**config.mk**
```make
export PLATFORM = sky130hd
export DESIGN_NAME = wb_ram_slave_flat
export DESIGN_NICKNAME = d
export VERILOG_FILES = /design/src/rtl/wb_ram_slave_if.sv /design/src/rtl/wb_ram_slave.sv /design/src/flat_wrapper.sv
export SDC_FILE = /design/constraint.sdc
export NUM_CORES = 1
export LEC_CHECK = 0
export CAP_MARGIN = 20
export CORE_MARGIN = 1
export CORE_UTILIZATION = 40
export DETAILED_ROUTE_END_ITERATION = 12
export HOLD_SLACK_MARGIN = 0.05
export PLACE_DENSITY = 0.73
export SKIP_LAST_GASP = 1
export SLEW_MARGIN = 0
export SYNTH_ARGS = -nofsm -noshare
export SYNTH_HDL_FRONTEND = slang
export SYNTH_SLANG_ARGS = --single-unit
```
**constraint.sdc**
```tcl
create_clock -name clk_i -period 2.3 [get_ports clk_i]
set_clock_uncertainty 0.2 [all_clocks]
set_input_delay 0.46 -clock clk_i [delete_from_list [all_inputs] [get_ports clk_i]]
set_output_delay 0.46 -clock clk_i [all_outputs]
set_load 0.005 [all_outputs]
```
**src/rtl/wb_ram_slave_if.sv**
```systemverilog
// Wishbone classic bus bundle between the interconnect (master) and the
// RAM slave front-end (slave).
interface wb_ram_slave_if;
    logic        wb_cyc;
    logic        wb_stb;
    logic        wb_we;
    logic [31:0] wb_adr;
    logic [3:0]  wb_sel;
    logic [31:0] wb_dat_w;   // master -> slave write data
    logic [31:0] wb_dat_r;   // slave -> master read data
    logic        wb_ack;
    logic        wb_err;

    modport master (
        output wb_cyc, wb_stb, wb_we, wb_adr, wb_sel, wb_dat_w,
        input  wb_dat_r, wb_ack, wb_err
    );

    modport slave (
        input  wb_cyc, wb_stb, wb_we, wb_adr, wb_sel, wb_dat_w,
        output wb_dat_r, wb_ack, wb_err
    );
endinterface

```
**src/rtl/wb_ram_slave.sv**
```systemverilog
// Wishbone classic slave front-end for a single-port RAM with a 1-cycle
// registered read. Each accepted request is latched, presented to the RAM
// for exactly one cycle, the read word is captured one cycle later, and an
// ack (or err for undecoded/misaligned addresses) is returned as a pulse.
module wb_ram_slave #(
    parameter int          ADDR_W     = 12,
    parameter logic [31:0] BASE_ADDR  = 32'h0000_0000,
    parameter int          EXTRA_WAIT = 0
) (
    input  logic              clk_i,
    input  logic              rst_n_i,
    wb_ram_slave_if.slave     wb,
    output logic              ram_we_o,
    output logic [ADDR_W-1:0] ram_adr_o,
    output logic [3:0]        ram_be_o,
    output logic [31:0]       ram_dat_o,
    input  logic [31:0]       ram_dat_i
);

    typedef enum logic [2:0] {
        S_IDLE,
        S_ACCESS,
        S_CAPTURE,
        S_WAIT,
        S_ACK,
        S_ERR
    } state_t;

    // Wait counter counts down to zero, so it is loaded one short.
    localparam logic [2:0] WAIT_LOAD = (EXTRA_WAIT > 0) ? 3'(EXTRA_WAIT - 1) : 3'd0;
    localparam bit         HAS_WAIT  = (EXTRA_WAIT > 0);

    state_t            state_q, state_d;
    logic              we_q, we_d;
    logic [ADDR_W-1:0] adr_q, adr_d;
    logic [3:0]        sel_q, sel_d;
    logic [31:0]       wdat_q, wdat_d;
    logic [31:0]       rdata_q, rdata_d;
    logic [2:0]        cnt_q, cnt_d;
    logic              ack_q, ack_d;
    logic              err_q, err_d;
    logic [31:0]       rdat_q, rdat_d;

    logic req;
    logic hit;

    assign req = wb.wb_cyc & wb.wb_stb;
    assign hit = (wb.wb_adr[31:ADDR_W+2] == BASE_ADDR[31:ADDR_W+2]) &&
                 (wb.wb_adr[1:0] == 2'b00);

    // Next-state, request latching, read capture and registered bus outputs.
    always_comb begin
        state_d = state_q;
        we_d    = we_q;
        adr_d   = adr_q;
        sel_d   = sel_q;
        wdat_d  = wdat_q;
        rdata_d = rdata_q;
        cnt_d   = cnt_q;
        ack_d   = 1'b0;
        err_d   = 1'b0;
        rdat_d  = 32'h0;

        case (state_q)
            S_IDLE: begin
                if (req) begin
                    if (hit) begin
                        we_d    = wb.wb_we;
                        adr_d   = wb.wb_adr[ADDR_W+1:2];
                        sel_d   = wb.wb_sel;
                        wdat_d  = wb.wb_dat_w;
                        state_d = S_ACCESS;
                    end else begin
                        state_d = S_ERR;
                    end
                end
            end
            S_ACCESS: begin
                state_d = S_CAPTURE;
            end
            S_CAPTURE: begin
                // RAM data for the address presented in ACCESS is valid now.
                rdata_d = ram_dat_i;
                if (HAS_WAIT) begin
                    cnt_d   = WAIT_LOAD;
                    state_d = S_WAIT;
                end else begin
                    state_d = S_ACK;
                end
            end
            S_WAIT: begin
                if (cnt_q == 3'd0) begin
                    state_d = S_ACK;
                end else begin
                    cnt_d = cnt_q - 3'd1;
                end
            end
            S_ACK:   state_d = S_IDLE;
            S_ERR:   state_d = S_IDLE;
            default: state_d = S_IDLE;
        endcase

        // Master abandoning the cycle cancels any pending response.
        if ((state_q != S_IDLE) && !wb.wb_cyc) begin
            state_d = S_IDLE;
        end

        // Outputs are decoded from the next state so they are flops that
        // line up exactly with the ACK/ERR state.
        ack_d  = (state_d == S_ACK);
        err_d  = (state_d == S_ERR);
        rdat_d = ((state_d == S_ACK) && !we_d) ? rdata_d : 32'h0;
    end

    // State and datapath registers with synchronous active-low reset.
    always_ff @(posedge clk_i) begin
        if (!rst_n_i) begin
            state_q <= S_IDLE;
            we_q    <= 1'b0;
            adr_q   <= '0;
            sel_q   <= 4'h0;
            wdat_q  <= 32'h0;
            rdata_q <= 32'h0;
            cnt_q   <= 3'd0;
            ack_q   <= 1'b0;
            err_q   <= 1'b0;
            rdat_q  <= 32'h0;
        end else begin
            state_q <= state_d;
            we_q    <= we_d;
            adr_q   <= adr_d;
            sel_q   <= sel_d;
            wdat_q  <= wdat_d;
            rdata_q <= rdata_d;
            cnt_q   <= cnt_d;
            ack_q   <= ack_d;
            err_q   <= err_d;
            rdat_q  <= rdat_d;
        end
    end

    // The write strobe also watches cyc and reset live so an abort or a
    // reset landing in ACCESS never commits a write.
    assign ram_we_o  = (state_q == S_ACCESS) & we_q & (|sel_q) & wb.wb_cyc & rst_n_i;
    assign ram_adr_o = adr_q;
    assign ram_be_o  = sel_q;
    assign ram_dat_o = wdat_q;

    assign wb.wb_ack   = ack_q;
    assign wb.wb_err   = err_q;
    assign wb.wb_dat_r = rdat_q;

endmodule

```
**src/flat_wrapper.sv**
```systemverilog
// flat-port wrapper written by rule: the top's interface ports become plain ports
module wb_ram_slave_flat 
#(
    parameter int          ADDR_W     = 12,
    parameter logic [31:0] BASE_ADDR  = 32'h0000_0000,
    parameter int          EXTRA_WAIT = 0
)
  (clk_i, rst_n_i, ram_we_o, ram_adr_o, ram_be_o, ram_dat_o, ram_dat_i, wb_wb_cyc, wb_wb_stb, wb_wb_we, wb_wb_adr, wb_wb_sel, wb_wb_dat_w, wb_wb_dat_r, wb_wb_ack, wb_wb_err);
  wb_ram_slave_if wb_i ();
  input  logic clk_i;
  input  logic rst_n_i;
  output logic ram_we_o;
  output logic [ADDR_W-1:0] ram_adr_o;
  output logic [3:0] ram_be_o;
  output logic [31:0] ram_dat_o;
  input  logic [31:0] ram_dat_i;
  input wire logic [$bits(wb_i.wb_cyc)-1:0] wb_wb_cyc;
  input wire logic [$bits(wb_i.wb_stb)-1:0] wb_wb_stb;
  input wire logic [$bits(wb_i.wb_we)-1:0] wb_wb_we;
  input wire logic [$bits(wb_i.wb_adr)-1:0] wb_wb_adr;
  input wire logic [$bits(wb_i.wb_sel)-1:0] wb_wb_sel;
  input wire logic [$bits(wb_i.wb_dat_w)-1:0] wb_wb_dat_w;
  output wire logic [$bits(wb_i.wb_dat_r)-1:0] wb_wb_dat_r;
  output wire logic [$bits(wb_i.wb_ack)-1:0] wb_wb_ack;
  output wire logic [$bits(wb_i.wb_err)-1:0] wb_wb_err;
  assign wb_i.wb_cyc = wb_wb_cyc;
  assign wb_i.wb_stb = wb_wb_stb;
  assign wb_i.wb_we = wb_wb_we;
  assign wb_i.wb_adr = wb_wb_adr;
  assign wb_i.wb_sel = wb_wb_sel;
  assign wb_i.wb_dat_w = wb_wb_dat_w;
  assign wb_wb_dat_r = wb_i.wb_dat_r;
  assign wb_wb_ack = wb_i.wb_ack;
  assign wb_wb_err = wb_i.wb_err;
  wb_ram_slave #(.ADDR_W(ADDR_W), .BASE_ADDR(BASE_ADDR), .EXTRA_WAIT(EXTRA_WAIT)) u_core (.clk_i(clk_i), .rst_n_i(rst_n_i), .wb(wb_i), .ram_we_o(ram_we_o), .ram_adr_o(ram_adr_o), .ram_be_o(ram_be_o), .ram_dat_o(ram_dat_o), .ram_dat_i(ram_dat_i));
endmodule
```
-- Word-level counts from Yosys, hierarchy flattened
Cells that the tools add are included.
- bits in registers: 121
- bits of input ports: 105
- output and inout port bits: 83
- logic and storage cells: 45
- add/subtract/negate cells: 1
- eq/ne operators: 5
- multiplexer cells: 9
- bitwise gates (word level): 6
- reduce and logical (&&, ||, !) cells: 14
- operators by type and width (kind ; number):
    two-way mux 32 bit ; 1
    zero test 18 bit ; 1
    two-way mux 3 bit ; 4
    case mux 3 bit (4 select lines) ; 1
    equality test 3 x 2 -> 1 bit (second input constant) ; 2
    equality test 3 bit (second input constant) ; 2
    zero test 3 bit ; 2
    bitwise AND 1 bit ; 5
    AND reduction 2 bit ; 2
    OR reduction 4 bit ; 1
    equality test 3 x 1 -> 1 bit (second input constant) ; 1
    logical AND 1 bit ; 3
    two-way mux 1 bit ; 3
    AND reduction 3 bit ; 1
    nonzero test 3 bit ; 1
    subtractor 3 x 1 -> 3 bit (second input constant) ; 1
    zero test 1 bit ; 2
    zero test 2 bit ; 1
    inverter 1 bit ; 1

-- Longest topological paths before layout
Gate-level depths: netlist of run 1.
- depth in word-level cells: 9
- gate-level depth with buffers: 7
- depth with buffers taken out: 7

-- Worst setup path before layout of run 1
OpenSTA, ideal clock, no wires.
- path kind: reg2reg
- from: register u_core.cnt_q[0]
- to: register u_core.rdat_q[21] (netlist: u_core.wb.wb_dat_r[21])
- library setup time: 0.142 ns
- arrival time: 1.585 ns
- setup slack: 0.373 ns
- stages on the path, launching flop included: 8
- path through: dfxtp_1 > inv_1 > ha_1 > ha_1 > nand2b_1 > nand3b_1 > buf_1 > nor4_2
- longest elaborated chain between the ends: 7
- ends and longest elaborated chain (element ; RTL line ; RTL):
    start, declared ; wb_ram_slave.sv:39 ; logic [2:0] cnt_q, cnt_d;
    start signal, assigned ; wb_ram_slave.sv:135 ; cnt_q <= cnt_d;
    zero test 3 bit ; wb_ram_slave.sv:92 ; if (cnt_q == 3'd0) begin
    two-way mux 3 bit ; wb_ram_slave.sv:92 ;
    case mux 3 bit (4 select lines) ; wb_ram_slave.sv:64 ; case (state_q)
    two-way mux 3 bit ; wb_ram_slave.sv:104 ; if ((state_q != S_IDLE) && !wb.wb_cyc) begin
    equality test 3 bit ; wb_ram_slave.sv:112 ; rdat_d = ((state_d == S_ACK) && !we_d) ? rdata_d : 32'h0;
    logical AND 1 bit ; wb_ram_slave.sv:112 ;
    AND reduction 2 bit (no source line) ; n/a ;
    end signal, assigned ; wb_ram_slave.sv:138 ; rdat_q <= rdat_d;
    end, declared ; wb_ram_slave.sv:42 ; logic [31:0] rdat_q, rdat_d;
No other way between the ends.
A chain may end at the register's enable or synchronous reset.

-- Worst setup path in the final report of run 1
- from: input wb_wb_cyc
- to: output ram_we_o
- longest elaborated chain between the ends: 2
- ends and longest elaborated chain (element ; RTL line ; RTL):
    start, declared ; flat_wrapper.sv:17 ; input wire logic [$bits(wb_i.wb_cyc)-1:0] wb_wb_cyc;
    bitwise AND 1 bit (2 in series) ; wb_ram_slave.sv:144 ; assign ram_we_o = (state_q == S_ACCESS) & we_q & (|sel_q) & wb.wb_cyc & rst_n_i;
    end, declared ; flat_wrapper.sv:12 ; output logic ram_we_o;
No other way between the ends.

==> impl_metrics.env, run 1 <==
export IMPL_status="finished with violations"
export IMPL_violations="DRC"
export IMPL_synth_edf_count=0
export IMPL_fin_util_pct=65.49
export IMPL_grt_usage_pct=22.38
export IMPL_route_detailed_drc=12
export IMPL_ys_types=36
export IMPL_routed_wirelength_um=13910
export IMPL_worst_pin_slew_ns=0.7216
export IMPL_hold_class="flop to flop"
export IMPL_clockBufferDepth=2
export IMPL_hold_viol=0
export IMPL_routed_via_count=4260
export IMPL_start_util_pct=41.48
export IMPL_crit_chain="clkdlybuf4s50_1, nand3_1, nor4b_1, dlygate4sd2_1"
export IMPL_cp_max_fo=2
export IMPL_wl_met3_um=1272
export IMPL_synth_net_count=563
export IMPL_synth_cells=456
export IMPL_maxSlewViolCount=0
export IMPL_numCtsBuffers=17
export IMPL_clkSlewWorstSetupHoldPaths_ns=0.06
export IMPL_syn_area_um2=4797
export IMPL_core_area_um2=11560
export IMPL_dieArea_um2=12430
export IMPL_cp_depth=4
export IMPL_port_buffers=187
export IMPL_multi_input_area_um2=2176
export IMPL_antenna_found_initial=0
export IMPL_clock_fmax_ghz=0.4489
export IMPL_worst_path_max_delay_cell="clkdlybuf4s50_1"
export IMPL_fin_cells=797
export IMPL_yosys_warnings=0
export IMPL_clk_latency_ns=0.40
export IMPL_cap_violations=0
export IMPL_grt_max_degree=85
export IMPL_async_flop_share_pct=0
export IMPL_relSlewSlack_pct=51.89
export IMPL_synth_seq_area_share_pct=50.50
export IMPL_ir_drop_mv=0.3681
export IMPL_htree_levels=4
export IMPL_reg2reg_depth=6
export IMPL_n_fill_cell=920
export IMPL_cts_tree="built"
export IMPL_powerDensity_nw_per_um2=694.6
export IMPL_post_route_worst_setup_slack_ns=0.07232
export IMPL_root_buffer="clkbuf_16"
export IMPL_timing_rr_start="u_core.state_q[0]"
export IMPL_syn_avg_cell_area_um2=10.52
export IMPL_dp_slack_ns=-0.3147
export IMPL_ys_flop_type="dfxtp_1"
export IMPL_rows=39
export IMPL_fin_crit_ns=2.228
export IMPL_ctsHoldBuffers=0
export IMPL_cts_sinks=121
export IMPL_diodes=0
export IMPL_worstSetupPathType="input port to primary output"
export IMPL_setup_violations_final=0
export IMPL_grt_pass1_vias=4534
export IMPL_die_width_um=111.5
export IMPL_hold_depth=2
export IMPL_drtIter0Drc=324
export IMPL_area_growth_pct=57.88
export IMPL_grt_pass1_wl_um=22070
export IMPL_layout_area_seq_um2=2422
export IMPL_max_stage_delay_ns=0.49
export IMPL_regToRegSetupSlack_ns=0.33
export IMPL_crit_required_ns=1.64
export IMPL_fin_nets=748
export IMPL_fp_dieH_um=111.5
export IMPL_ys_seq_elements=121
export IMPL_fin_crit_sh_pct=96.86
export IMPL_critPathLaunchType="input port"
export IMPL_rr_endpoint="u_core.wb.wb_dat_r[25]"
export IMPL_p_leak_nw=2.493
export IMPL_ioPinCount=188
export IMPL_cp_endpoint="ram_we_o"
export IMPL_grt_overflow=0
export IMPL_critPathTopFamily="buffers and inverters"
export IMPL_dpl_hpwl_um=8766
export IMPL_post_drt_via_cell_ratio=5.345
export IMPL_endpoint_kind="primary output"
export IMPL_wl_met2_um=6582
export IMPL_layout_drive_gt1_share_pct=15.14
export IMPL_place_inst=762
export IMPL_first_pass_iters=8
export IMPL_setup_worst_path_start="wb_wb_cyc"
export IMPL_place_congestion=0.7342
export IMPL_ant_nets=0
export IMPL_whs_ns=0.2687
export IMPL_critPathBufInv=2
export IMPL_drt_met1_wl_um=5852
export IMPL_crit_arrival_ns=1.57
export IMPL_routedWlPerCell_um=17.45
export IMPL_highest_layer="met4"
-- cells in the final DEF (no fill, tap or decap), types with 3 or more instances in the layout --
cell / instances
o21ai_0: 48
buf_4: 18
nor4_1: 9
nor2b_1: 33
nor4_2: 31
inv_1: 3
a21boi_1: 48
nor2_1: 4
nand3_1: 3
clkdlybuf4s50_1: 185
clkinv_2: 4
nand4_1: 49
dfxtp_1: 121
mux2i_1: 32
bufinv_16: 4
clkbuf_16: 17
buf_12: 7
-- registers in the layout, summed over array words and instances, names as in the netlist --
name,flops
u_core.rdata_q,32
u_core.ram_be_o,4
u_core.cnt_q,3
u_core.we_q,1
u_core.wb.wb_dat_r,32
u_core.wb.wb_ack,1
u_core.ram_dat_o,32
u_core.ram_adr_o,12
u_core.state_q,3
u_core.wb.wb_err,1
-- stage by stage --
stage | cell area [um2] | power [W] | setup TNS [ns]
5_1_grt | 7574 | 0.005429 | -0.003095
3_3_place_gp | 6900 | 0.002495 | -15.49
3_5_place_dp | 6900 | 0.002499 | -19.41
6_report | 7574 | 0.005260 | 0
4_1_cts | 7528 | 0.005306 | 0
2_1_floorplan | 4797 | 0.002261 | 0
-- worst min path at each step --
stage	from	endpoint
4_1_cts	u_core.ram_dat_o[10]	u_core.ram_dat_o[10]
6_report	u_core.ram_dat_o[10]	u_core.ram_dat_o[10]
5_1_grt	u_core.ram_dat_o[25]	u_core.ram_dat_o[25]
2_1_floorplan	u_core.ram_adr_o[0]	u_core.ram_adr_o[0]
3_3_place_gp	u_core.ram_adr_o[11]	u_core.ram_adr_o[11]
3_5_place_dp	u_core.ram_dat_o[3]	u_core.ram_dat_o[3]
-- worst min-delay path: cells and delay by family, from the launching register on --
family / cells / cell delay [ns]
compound gates: 2 / 0.12
flops: 1 / 0.30
-- synth_stat cells, drive strengths merged (3+ instances only) --
library cell,count,area share (%)
nor2,5,0.44
nand3,3,0.31
a21boi,48,7.5
o21ai,49,5.1
nand4,49,6.4
nor2b,33,4.3
mux2i,32,6.7
nor4,40,9.1
clkbuf,23,1.8
buf,26,3.2
inv,3,0.23
dfxtp,121,50
-- cell families (layout without fill, tap and decap cells) --
| group | after synthesis | after routing | share of synthesized area, % |
|---|---|---|---|
| AND/OR/NAND/NOR | 145 | 145 | 23.14 |
| flip-flops | 121 | 121 | 50.50 |
| AO/OA/AOI/OAI | 103 | 105 | 13.72 |
| buffers and inverters | 52 | 248 | 5.269 |
| multiplexers | 32 | 32 | 6.677 |
| adder cells (fa/ha/maj) | 2 | 2 | 0.5216 |
| XOR/XNOR | 1 | 1 | 0.1826 |
-- power breakdown --
group	total, W	internal, W	switching, W	leakage, nW
clock	0.00280	0.00186	0.000938	0.306
combinational	0.000349	0.000220	0.000128	1.21
sequential	0.00211	0.00211	0.00000329	0.975
-- per-layer routing --
layer / track usage [%] / up-vias
met5: 0 / -
met4: 9.369 / 0
met2: 36.29 / 176
li1: - / 2053
met3: 9.200 / 18
met1: 26.13 / 2013
-- layout make-up --
| cell class | count | area share (%) |
|---|---|---|
| Sequential cell | 121 | 31.98 |
| Tap cell | 143 | 2.362 |
| Clock inverter | 12 | 2.280 |
| Clock buffer | 20 | 6.030 |
| Inverter | 3 | 0.1487 |
| Timing Repair Buffer | 213 | 28.47 |
| Multi-Input combinational cell | 285 | 28.73 |
-- repair_timing --
item,in CTS,in global routing
setup buffers,0,1
setup endpoints to repair,1,4
cloned,0,2
pin swaps,0,2
resized for setup,1,5
(Power assumes the default switching activity.)
==> run 2: changes to the inputs <==
==> constraint.sdc (replaced) <==
create_clock -name clk_i -period 2.6 [get_ports clk_i]
set_clock_uncertainty 0.2 [all_clocks]
set_input_delay 0.52 -clock clk_i [delete_from_list [all_inputs] [get_ports clk_i]]
set_output_delay 0.52 -clock clk_i [all_outputs]
set_load 0.005 [all_outputs]
==> impl_metrics.env, run 2 (synthesis gave the netlist of run 1 again) <==
export IMPL_cp_max_fo=2
export IMPL_grt_max_degree=85
export IMPL_diodes=0
export IMPL_worst_path_max_delay_cell="clkdlybuf4s50_1"
export IMPL_setup_violations_final=0
export IMPL_first_pass_iters=9
export IMPL_htree_levels=4
export IMPL_final_cell_mix="clkdlybuf4s50_1, dfxtp_1, nand4_1, o21ai_0, a21boi_1"
export IMPL_fin_crit_sh_pct=90.75
export IMPL_cts_resized=2
export IMPL_grt_setup_unrepaired="no"
export IMPL_max_stage_delay_ns=0.48
export IMPL_start_util_pct=41.48
export IMPL_dieArea_um2=12430
export IMPL_cts_tree="built"
export IMPL_grt_pass1_wl_um=21270
export IMPL_worst_pin_slew_ns=0.7533
export IMPL_routedWlPerCell_um=16.60
export IMPL_p_total_w=0.004389
export IMPL_maxSlewViolCount=0
export IMPL_fin_crit_ns=2.359
export IMPL_hp_start="u_core.ram_dat_o[0]"
export IMPL_fin_nets=736
export IMPL_ir_drop_mv=0.3398
export IMPL_layout_drive_gt1_share_pct=12.93
export IMPL_dp_slack_ns=-0.1306
export IMPL_routed_via_count=4136
export IMPL_dpl_hpwl_um=8570
export IMPL_crit_required_ns=1.88
export IMPL_post_route_worst_setup_slack_ns=0.2406
export IMPL_hold_viol=0
export IMPL_routed_wirelength_um=13030
export IMPL_cap_violations=0
export IMPL_clk_latency_ns=0.40
export IMPL_timing_rr_start="u_core.cnt_q[0]"
export IMPL_critPathBufInv=2
export IMPL_crit_chain="clkdlybuf4s50_1, nand3_1, nor4b_2, dlygate4sd2_1"
export IMPL_core_area_um2=11560
export IMPL_post_cts_buffers=0
export IMPL_clkSlewWorstSetupHoldPaths_ns=0.05
export IMPL_root_buffer="clkbuf_16"
export IMPL_setup_worst_path_start="wb_wb_cyc"
export IMPL_grt_overflow=0
export IMPL_ioPinCount=188
export IMPL_setup_tns_ns=0
export IMPL_cts_sinks=121
export IMPL_endpoint_kind="primary output"
export IMPL_clock_fmax_ghz=0.4238
export IMPL_critPathTopFamily="buffers and inverters"
export IMPL_drtIter0Drc=154
export IMPL_crit_arrival_ns=1.64
export IMPL_ctsHoldBuffers=0
export IMPL_clockBufferDepth=2
export IMPL_port_buffers=187
export IMPL_rows=39
export IMPL_status="finished with violations"
export IMPL_antenna_found_initial=0
export IMPL_area_growth_pct=53.83
export IMPL_relSlewSlack_pct=49.78
export IMPL_powerDensity_nw_per_um2=594.7
export IMPL_grt_pass1_vias=4219
export IMPL_post_drt_via_cell_ratio=5.269
export IMPL_numCtsBuffers=17
export IMPL_grt_usage_pct=21.60
export IMPL_ant_nets=0
export IMPL_place_congestion=0.7642
export IMPL_worstSetupPathType="input port to primary output"
export IMPL_final_common_cell="clkdlybuf4s50_1"
export IMPL_n_fill_cell=946
export IMPL_fp_dieH_um=111.5
export IMPL_place_inst=753
export IMPL_p_leak_nw=2.394
export IMPL_violations="DRC"
export IMPL_fin_cells=785
export IMPL_critPathLaunchType="input port"
export IMPL_hold_class="flop to flop"
export IMPL_die_width_um=111.5
export IMPL_route_detailed_drc=12
==> run 2: cell count changes in the layout (fill, tap and decap cells not counted), sizes merged <==
cell / before / now
bufinv: 4 / 2
o21a: 4 / 2
buf: 27 / 17
clkinv: 6 / 4
clkbuf: 20 / 24
==> run 2: path summary, 6_finish.rpt <==
| kind | cells past startpoint | slack, ns | to |
|---|---|---|---|
| max | 4 | 0.24 | ram_we_o |
| min | 2 | 0.27 | u_core.ram_dat_o[0] |
| max reg2reg | 7 | 0.44 | u_core.wb.wb_dat_r[0] |
| min reg2reg | 2 | 0.27 | u_core.ram_dat_o[0] |
==> run 2: final cells by class <==
class	count	area, um2	area share (%)
Clock buffer	24	471.7	6.392
Multi-Input combinational cell	283	2152	29.16
Timing Repair Buffer	203	2048	27.76
Clock inverter	8	95.09	1.289
Inverter	3	11.26	0.1526
Tap cell	143	178.9	2.425
Sequential cell	121	2422	32.82
==> run 2: report_power, final <==
part	total, W	switching [W]	leakage (nW)	internal, W
Clock	0.00223	0.000774	0.274	0.00145
Combinational	0.000293	0.000106	1.15	0.000187
Sequential	0.00187	0.00000501	0.975	0.00186
==> run 2: per-stage QoR <==
step | util (%) | area (um2) | hold slack, ns
4_1_cts | 63.81 | 7380 | 0.2696
2_1_floorplan | - | 4797 | 0.2646
3_3_place_gp | 58.87 | 6808 | 0.2546
3_5_place_dp | 58.87 | 6808 | 0.2638
5_1_grt | 63.81 | 7380 | 0.2950
6_report | 63.81 | 7380 | 0.2666
==> run 2: worst register-to-register path, stage by stage, from the launching register on <==
cell      delay (ns)
dfxtp_1         0.30
inv_1           0.06
ha_1            0.19
ha_1            0.20
nand2b_1        0.17
nand3b_1        0.30
buf_4           0.47
nor4_1          0.13
==> run 2: layer usage <==
metal / track usage, % / part of all wire [%] / vias to the layer above
li1: - / - / 2020
met1: 25.76 / 43 / 1934
met2: 34.67 / 46 / 169
met3: 8.928 / 10 / 13
met4: 8.288 / 1.4 / 0
met5: 0 / 0 / -
